<file path="config.mk">
export PLATFORM = sky130hd
export DESIGN_NAME = hi_lo_multiply_divide_unit
export DESIGN_NICKNAME = d
export VERILOG_FILES = /design/src/rtl/hi_lo_multiply_divide_unit.sv
export SDC_FILE = /design/constraint.sdc
export NUM_CORES = 1
export LEC_CHECK = 0
export BUFFER_PORTS_ARGS = -buffer_cell sky130_fd_sc_hd__buf_2
export CORE_AREA = 3 3 181 183
export DETAILED_ROUTE_END_ITERATION = 8
export DIE_AREA = 0 0 184 186
export PLACE_DENSITY_LB_ADDON = 0.08
export SYNTH_ARGS = -nofsm -noshare
export SYNTH_HDL_FRONTEND = slang
export SYNTH_SLANG_ARGS = --single-unit
</file>
<file path="constraint.sdc">
create_clock -name clk -period 5.91 [get_ports clk]
set_input_delay 0.2955 -clock clk [delete_from_list [all_inputs] [get_ports clk]]
set_output_delay 0.2955 -clock clk [all_outputs]
set_load 0.02 [all_outputs]
</file>
<file path="src/rtl/hi_lo_multiply_divide_unit.sv">
// Execute-stage HI/LO unit: iterative MULT/MULTU/DIV/DIVU plus single-cycle MTHI/MTLO/MFHI/MFLO.
// Define HI_LO_FAST_MULTIPLY_EN to replace the 32-cycle multiply with a single-cycle multiplier.
module hi_lo_multiply_divide_unit (
    input  logic        clk,
    input  logic        reset,
    input  logic        hi_lo_enable_execute,
    input  logic [5:0]  ALU_function_execute,
    input  logic [31:0] source_a_execute,
    input  logic [31:0] source_b_execute,
    output logic [31:0] hi_lo_read_data_execute,
    output logic        hi_lo_busy,
    output logic        hi_lo_stall_execute
);
    localparam logic [5:0] FUNCT_MFHI  = 6'h10;
    localparam logic [5:0] FUNCT_MTHI  = 6'h11;
    localparam logic [5:0] FUNCT_MFLO  = 6'h12;
    localparam logic [5:0] FUNCT_MTLO  = 6'h13;
    localparam logic [5:0] FUNCT_MULT  = 6'h18;
    localparam logic [5:0] FUNCT_MULTU = 6'h19;
    localparam logic [5:0] FUNCT_DIV   = 6'h1A;
    localparam logic [5:0] FUNCT_DIVU  = 6'h1B;

    typedef enum logic [1:0] {IDLE, MUL, DIV} state_t;

    state_t      state;
    logic [5:0]  counter;
    logic [31:0] hi;
    logic [31:0] lo;
    logic [31:0] acc_hi;
    logic [31:0] acc_lo;
    logic [31:0] operand;
    logic        negate_low;
    logic        negate_high;

    // Function decode
    logic is_mult, is_multu, is_div, is_divu;
    logic is_multiply, is_divide, is_move_from, is_move_to, is_hi_lo_function;
    logic signed_op, result_negative;

    assign is_mult           = (ALU_function_execute == FUNCT_MULT);
    assign is_multu          = (ALU_function_execute == FUNCT_MULTU);
    assign is_div            = (ALU_function_execute == FUNCT_DIV);
    assign is_divu           = (ALU_function_execute == FUNCT_DIVU);
    assign is_multiply       = is_mult | is_multu;
    assign is_divide         = is_div | is_divu;
    assign is_move_from      = (ALU_function_execute == FUNCT_MFHI) | (ALU_function_execute == FUNCT_MFLO);
    assign is_move_to        = (ALU_function_execute == FUNCT_MTHI) | (ALU_function_execute == FUNCT_MTLO);
    assign is_hi_lo_function = is_multiply | is_divide | is_move_from | is_move_to;
    assign signed_op         = is_mult | is_div;
    assign result_negative   = signed_op & (source_a_execute[31] ^ source_b_execute[31]);

    // Iterations run on unsigned magnitudes; the sign is restored on the last iteration.
    logic [31:0] magnitude_a, magnitude_b;
    assign magnitude_a = (signed_op && source_a_execute[31]) ? (32'd0 - source_a_execute) : source_a_execute;
    assign magnitude_b = (signed_op && source_b_execute[31]) ? (32'd0 - source_b_execute) : source_b_execute;

`ifdef HI_LO_FAST_MULTIPLY_EN
    // Sign-extended 64x64 product keeps the low 64 bits exact for both MULT and MULTU.
    logic [63:0] extended_a, extended_b, fast_product;
    assign extended_a   = {{32{signed_op & source_a_execute[31]}}, source_a_execute};
    assign extended_b   = {{32{signed_op & source_b_execute[31]}}, source_b_execute};
    assign fast_product = extended_a * extended_b;
`endif

    // Shift-add step: acc_lo holds the remaining multiplier bits, acc_hi the partial sum.
    logic [32:0] mul_sum;
    logic [63:0] mul_product, mul_result;
    assign mul_sum     = {1'b0, acc_hi} + (acc_lo[0] ? {1'b0, operand} : 33'd0);
    assign mul_product = {mul_sum, acc_lo[31:1]};
    assign mul_result  = negate_low ? (64'd0 - mul_product) : mul_product;

    // Restoring step: acc_hi is the partial remainder, acc_lo shifts dividend out and quotient in.
    logic [32:0] div_shifted;
    logic        div_fits;
    logic [31:0] remainder_next, quotient_next, remainder_result, quotient_result;
    assign div_shifted      = {acc_hi, acc_lo[31]};
    assign div_fits         = (div_shifted >= {1'b0, operand});
    assign remainder_next   = div_fits ? (div_shifted[31:0] - operand) : div_shifted[31:0];
    assign quotient_next    = {acc_lo[30:0], div_fits};
    assign remainder_result = negate_high ? (32'd0 - remainder_next) : remainder_next;
    // A zero divisor leaves the restored dividend in the remainder; only LO needs forcing.
    assign quotient_result  = (operand == 32'd0) ? 32'hFFFF_FFFF :
                              (negate_low ? (32'd0 - quotient_next) : quotient_next);

    assign hi_lo_read_data_execute = (ALU_function_execute == FUNCT_MFHI) ? hi : lo;
    assign hi_lo_stall_execute     = hi_lo_enable_execute & hi_lo_busy & is_hi_lo_function;

    // NOTE: sequential state uses non-blocking assignments so every branch sees pre-edge values.
    always_ff @(posedge clk or posedge reset) begin
        if (reset) begin
            state       <= IDLE;
            counter     <= 6'd0;
            hi          <= 32'd0;
            lo          <= 32'd0;
            acc_hi      <= 32'd0;
            acc_lo      <= 32'd0;
            operand     <= 32'd0;
            negate_low  <= 1'b0;
            negate_high <= 1'b0;
            hi_lo_busy  <= 1'b0;
        end else begin
            case (state)
                IDLE: begin
                    if (hi_lo_enable_execute) begin
                        if (is_multiply) begin
`ifdef HI_LO_FAST_MULTIPLY_EN
                            {hi, lo} <= fast_product;
`else
                            state       <= MUL;
                            hi_lo_busy  <= 1'b1;
                            counter     <= 6'd0;
                            acc_hi      <= 32'd0;
                            acc_lo      <= magnitude_b;
                            operand     <= magnitude_a;
                            negate_low  <= result_negative;
                            negate_high <= result_negative;
`endif
                        end else if (is_divide) begin
                            state       <= DIV;
                            hi_lo_busy  <= 1'b1;
                            counter     <= 6'd0;
                            acc_hi      <= 32'd0;
                            acc_lo      <= magnitude_a;
                            operand     <= magnitude_b;
                            negate_low  <= result_negative;
                            negate_high <= signed_op & source_a_execute[31];
                        end else if (ALU_function_execute == FUNCT_MTHI) begin
                            hi <= source_a_execute;
                        end else if (ALU_function_execute == FUNCT_MTLO) begin
                            lo <= source_a_execute;
                        end
                    end
                end

                MUL: begin
                    {acc_hi, acc_lo} <= mul_product;
                    counter          <= counter + 6'd1;
                    if (counter == 6'd31) begin
                        {hi, lo}   <= mul_result;
                        state      <= IDLE;
                        hi_lo_busy <= 1'b0;
                    end
                end

                DIV: begin
                    acc_hi  <= remainder_next;
                    acc_lo  <= quotient_next;
                    counter <= counter + 6'd1;
                    if (counter == 6'd31) begin
                        hi         <= remainder_result;
                        lo         <= quotient_result;
                        state      <= IDLE;
                        hi_lo_busy <= 1'b0;
                    end
                end

                default: begin
                    state      <= IDLE;
                    hi_lo_busy <= 1'b0;
                end
            endcase
        end
    end
endmodule

</file>
==> run_results.csv <==
group,metric,value,unit
clock_network,root_buffer,"clkbuf_16",
sta,slew_violations,0,
grt,grt_pass1_vias,17400,
hold_path,hold_class,"in2reg",
synth,async_reset_ff_frac,1.00,
clock_network,post_cts_resize_count,0,
placed_design,gp_congestion,1.04,
synth,synth_top_area_frac,0.236,
setup_path,ff2ff_path_depth,16,
routing,drtPass1Iterations,6,
layout,fillers,2890,
power_and_ir_drop,p_leak,8.25,nW
sta,fmax,185,MHz
sta,fin_crit_sh,0.914,
routing,vias,19600,
clock_network,cts_num_sinks,171,
setup_path,r2r-end,"hi[30]",
synth,avgSynthCellArea,7.45,µm²
synth,synth-edff-count,0,
floorplan,rows,65,
sta,finalHoldViolations,0,
placed_design,hpwl,54.2,mm
setup_path,cp.required,6.24,ns
job,max_cap_viol_count,0,
setup_path,rr_startpoint,"acc_hi[6]",
synth,ys_ff_latch,171,
sta,setup_viol,0,
placed_design,postPlaceCellArea,18800,µm²
power_and_ir_drop,p_per_area,372,nW/µm²
sta,finClkSkew,0.0136,ns
routing,final_antenna_net_count,0,
setup_path,crit_type,"reg2reg",
clock_network,cts_made_buffers,17,
layout,drive_above_1_share,0.107,
grt,antenna_found_initial,1,
setup_path,endpoint,"hi[30]",
routing,drt_iter0_markers,2841,
layout,fin_area,19400,µm²
routing,drt-total-wl,71.9,mm
setup_path,r2r_slack,0.51,ns
routing,wl_per_cell,25.5,µm
floorplan,die_h,186,µm
setup_path,cp_data_arrival_time,5.73,ns
sta,tightest_slew,1.22,ns
setup_path,startpoint_type,"flop",
synth,synthCells,2433,
clock_network,h-tree-depth,4,
layout,final_cell_mix,"nand2_1 (326), nor2_1 (241), o21ai_0 (192)",
clock_network,clk_pin_slew_worst_paths,0.07,ns
placed_design,port_buffers,106,
setup_path,endpoint_kind,"flop",
power_and_ir_drop,power,7.21,mW
layout,nets,2556,
routing,routed_via_density,6.94,
setup_path,startpoint,"acc_hi[6]",
synth,synth_cell_type_count,97,
routing,drc_errors,0,
layout,syn_to_final_growth,6.94,%
floorplan,io_pins,107,
synth,yosys.area.top_type,"dfrtp_1",
synth,yosys_warnings,0,
floorplan,coreArea,31400,µm²
synth,synth_area_leaders,"dfrtp_1 (24%), xnor2_1 (7.1%), nand2_1 (6.8%)",
sta,rsz0062_at_grt,"false",
setup_path,cpMaxStageDelayCell,"a211oi_1",
sta,fin_crit,5.40,ns
clock_network,postCtsSetupBuffers,0,
synth,syn_area,18100,µm²
layout,final_common_cell,"nand2_1",
setup_path,cpPeakStageDelay,0.61,ns
layout,n_antenna_cell,0,
setup_path,crit_path_frequent_cell,"ha_1",
grt,track_usage,0.410,
sta,finalSetupTns,0,ns
setup_path,path_cells,"ha_1 -> and2_0 -> nand3_1 -> a211oi_1 -> o2111ai_1 -> nand3_2 -> mux2i_1 -> ha_1 -> and3_1 -> nand4_1 -> o32a_1 -> nand4b_1 -> o31ai_1 -> xnor2_1 -> a221oi_1 -> a21oi_1",
clock_network,ctsHoldBuffers,1,
floorplan,dieArea,34200,µm²
synth,synth_fp_nets,2582,
floorplan,die_x,184,µm
synth,synth-seq-area-share,0.236,
setup_path,cp_max_fo,9,
grt,grt_pass1_wl,107,mm
clock_network,clock_latency,0.46,ns
grt,grt-ovfl-total,0,
run_status,status,"complete, no violations",
floorplan,initial_core_util,0.578,
grt,grt_max_degree,88,
clock_network,clockBufferDepth,2,
power_and_ir_drop,vdd_drop_max,0.480,mV
synth,synth_ff_type,"dfrtp_1",
sta,relSlewSlack,0.189,
clock_network,cts_tree,"done",
## worst min-delay path by stage
stage | startpoint | end | slack, ns | cells after the start
final | source_b_execute[31] | negate_low | 0.20 | 3
after global routing | source_b_execute[31] | negate_low | 0.22 | 3
after CTS | source_b_execute[31] | negate_low | 0.19 | 3
after detailed placement | reset | lo[17] | 0.33 | 2
after global placement | reset | lo[17] | 0.32 | 2
after floorplan | hi[7] | hi[7] | 0.44 | 2
## final cells by class
| type | count | area, µm² | area share |
|---|---|---|---|
| Clock inverter | 14 | 178 | 0.00916 |
| Clock buffer | 18 | 439 | 0.0226 |
| Inverter | 74 | 283 | 0.0146 |
| Timing Repair Buffer | 139 | 781 | 0.0403 |
| Multi-Input combinational cell | 2004 | 12900 | 0.667 |
| Tap cell | 402 | 503 | 0.0259 |
| Sequential cell | 171 | 4280 | 0.221 |
## synth_stat cells (all sizes together), types with 15 or more instances
library cell  number
o21a              16
clkbuf           150
and2              21
nand4             27
a21oi            172
nand3             33
nor3              38
a221oi            57
mux2i             16
nand2b            19
a221o             29
nor2             242
dfrtp            171
inv               73
or2               15
o41ai             18
nor4              34
nand2            328
a21o              28
o31ai            106
buf               34
o21ai            198
xnor2            146
a22oi             31
ha                74
xor2              78
or3               24
mux2              36
## registers in the layout (all words and copies together), names as in the netlist
name         flops
acc_hi          32
acc_lo          32
hi              32
lo              32
operand         32
counter          6
state            2
hi_lo_busy       1
negate_high      1
negate_low       1
## cell families (layout without fill, tap and decap cells)
kind of cell,count (synthesis),count (layout),synth area share
buf+inv,258,245,0.0549
simple gates,865,865,0.224
compound gates,787,787,0.293
fa+ha+maj,76,76,0.0533
xor+xnor,224,224,0.108
flops,171,171,0.236
mux,52,52,0.0312
## power by group
group          internal (mW)  switching, mW
Sequential              1.57          0.531
Clock                  0.654          0.587
Combinational           1.31           2.55
Total                   3.54           3.67
## worst max-delay path, delay by kind of cell, from the launching register on
family,cells,cell delay [ns]
multiplexers,1,0.33
adder cells (fa/ha/maj),2,0.82
AO/OA/AOI/OAI,6,2.04
flip-flops,1,0.47
AND/OR/NAND/NOR,6,1.48
XOR/XNOR,1,0.14
## metal layers
metal  routed length, µm  share of wire  global-route usage  up-vias
met3                9050           0.13               0.104      201
li1                    -              -                   -     8837
met2               29200           0.41               0.579     1255
met5                  11        0.00015                   0        -
met1               29600           0.41               0.582     9297
met4                4040          0.056               0.197        2
## metrics by stage
step	util	hold slack, ns	instances	setup slack, ns
5_1_grt	0.618	0.216	2822	0.252
4_1_cts	0.618	0.191	2822	0.734
2_1_floorplan	-	0.442	2433	0.978
3_3_place_gp	0.598	0.317	2789	0.873
3_5_place_dp	0.598	0.328	2789	0.766
6_report	0.618	0.201	2822	0.510
Note: power is estimated with default switching activity, not from simulation.
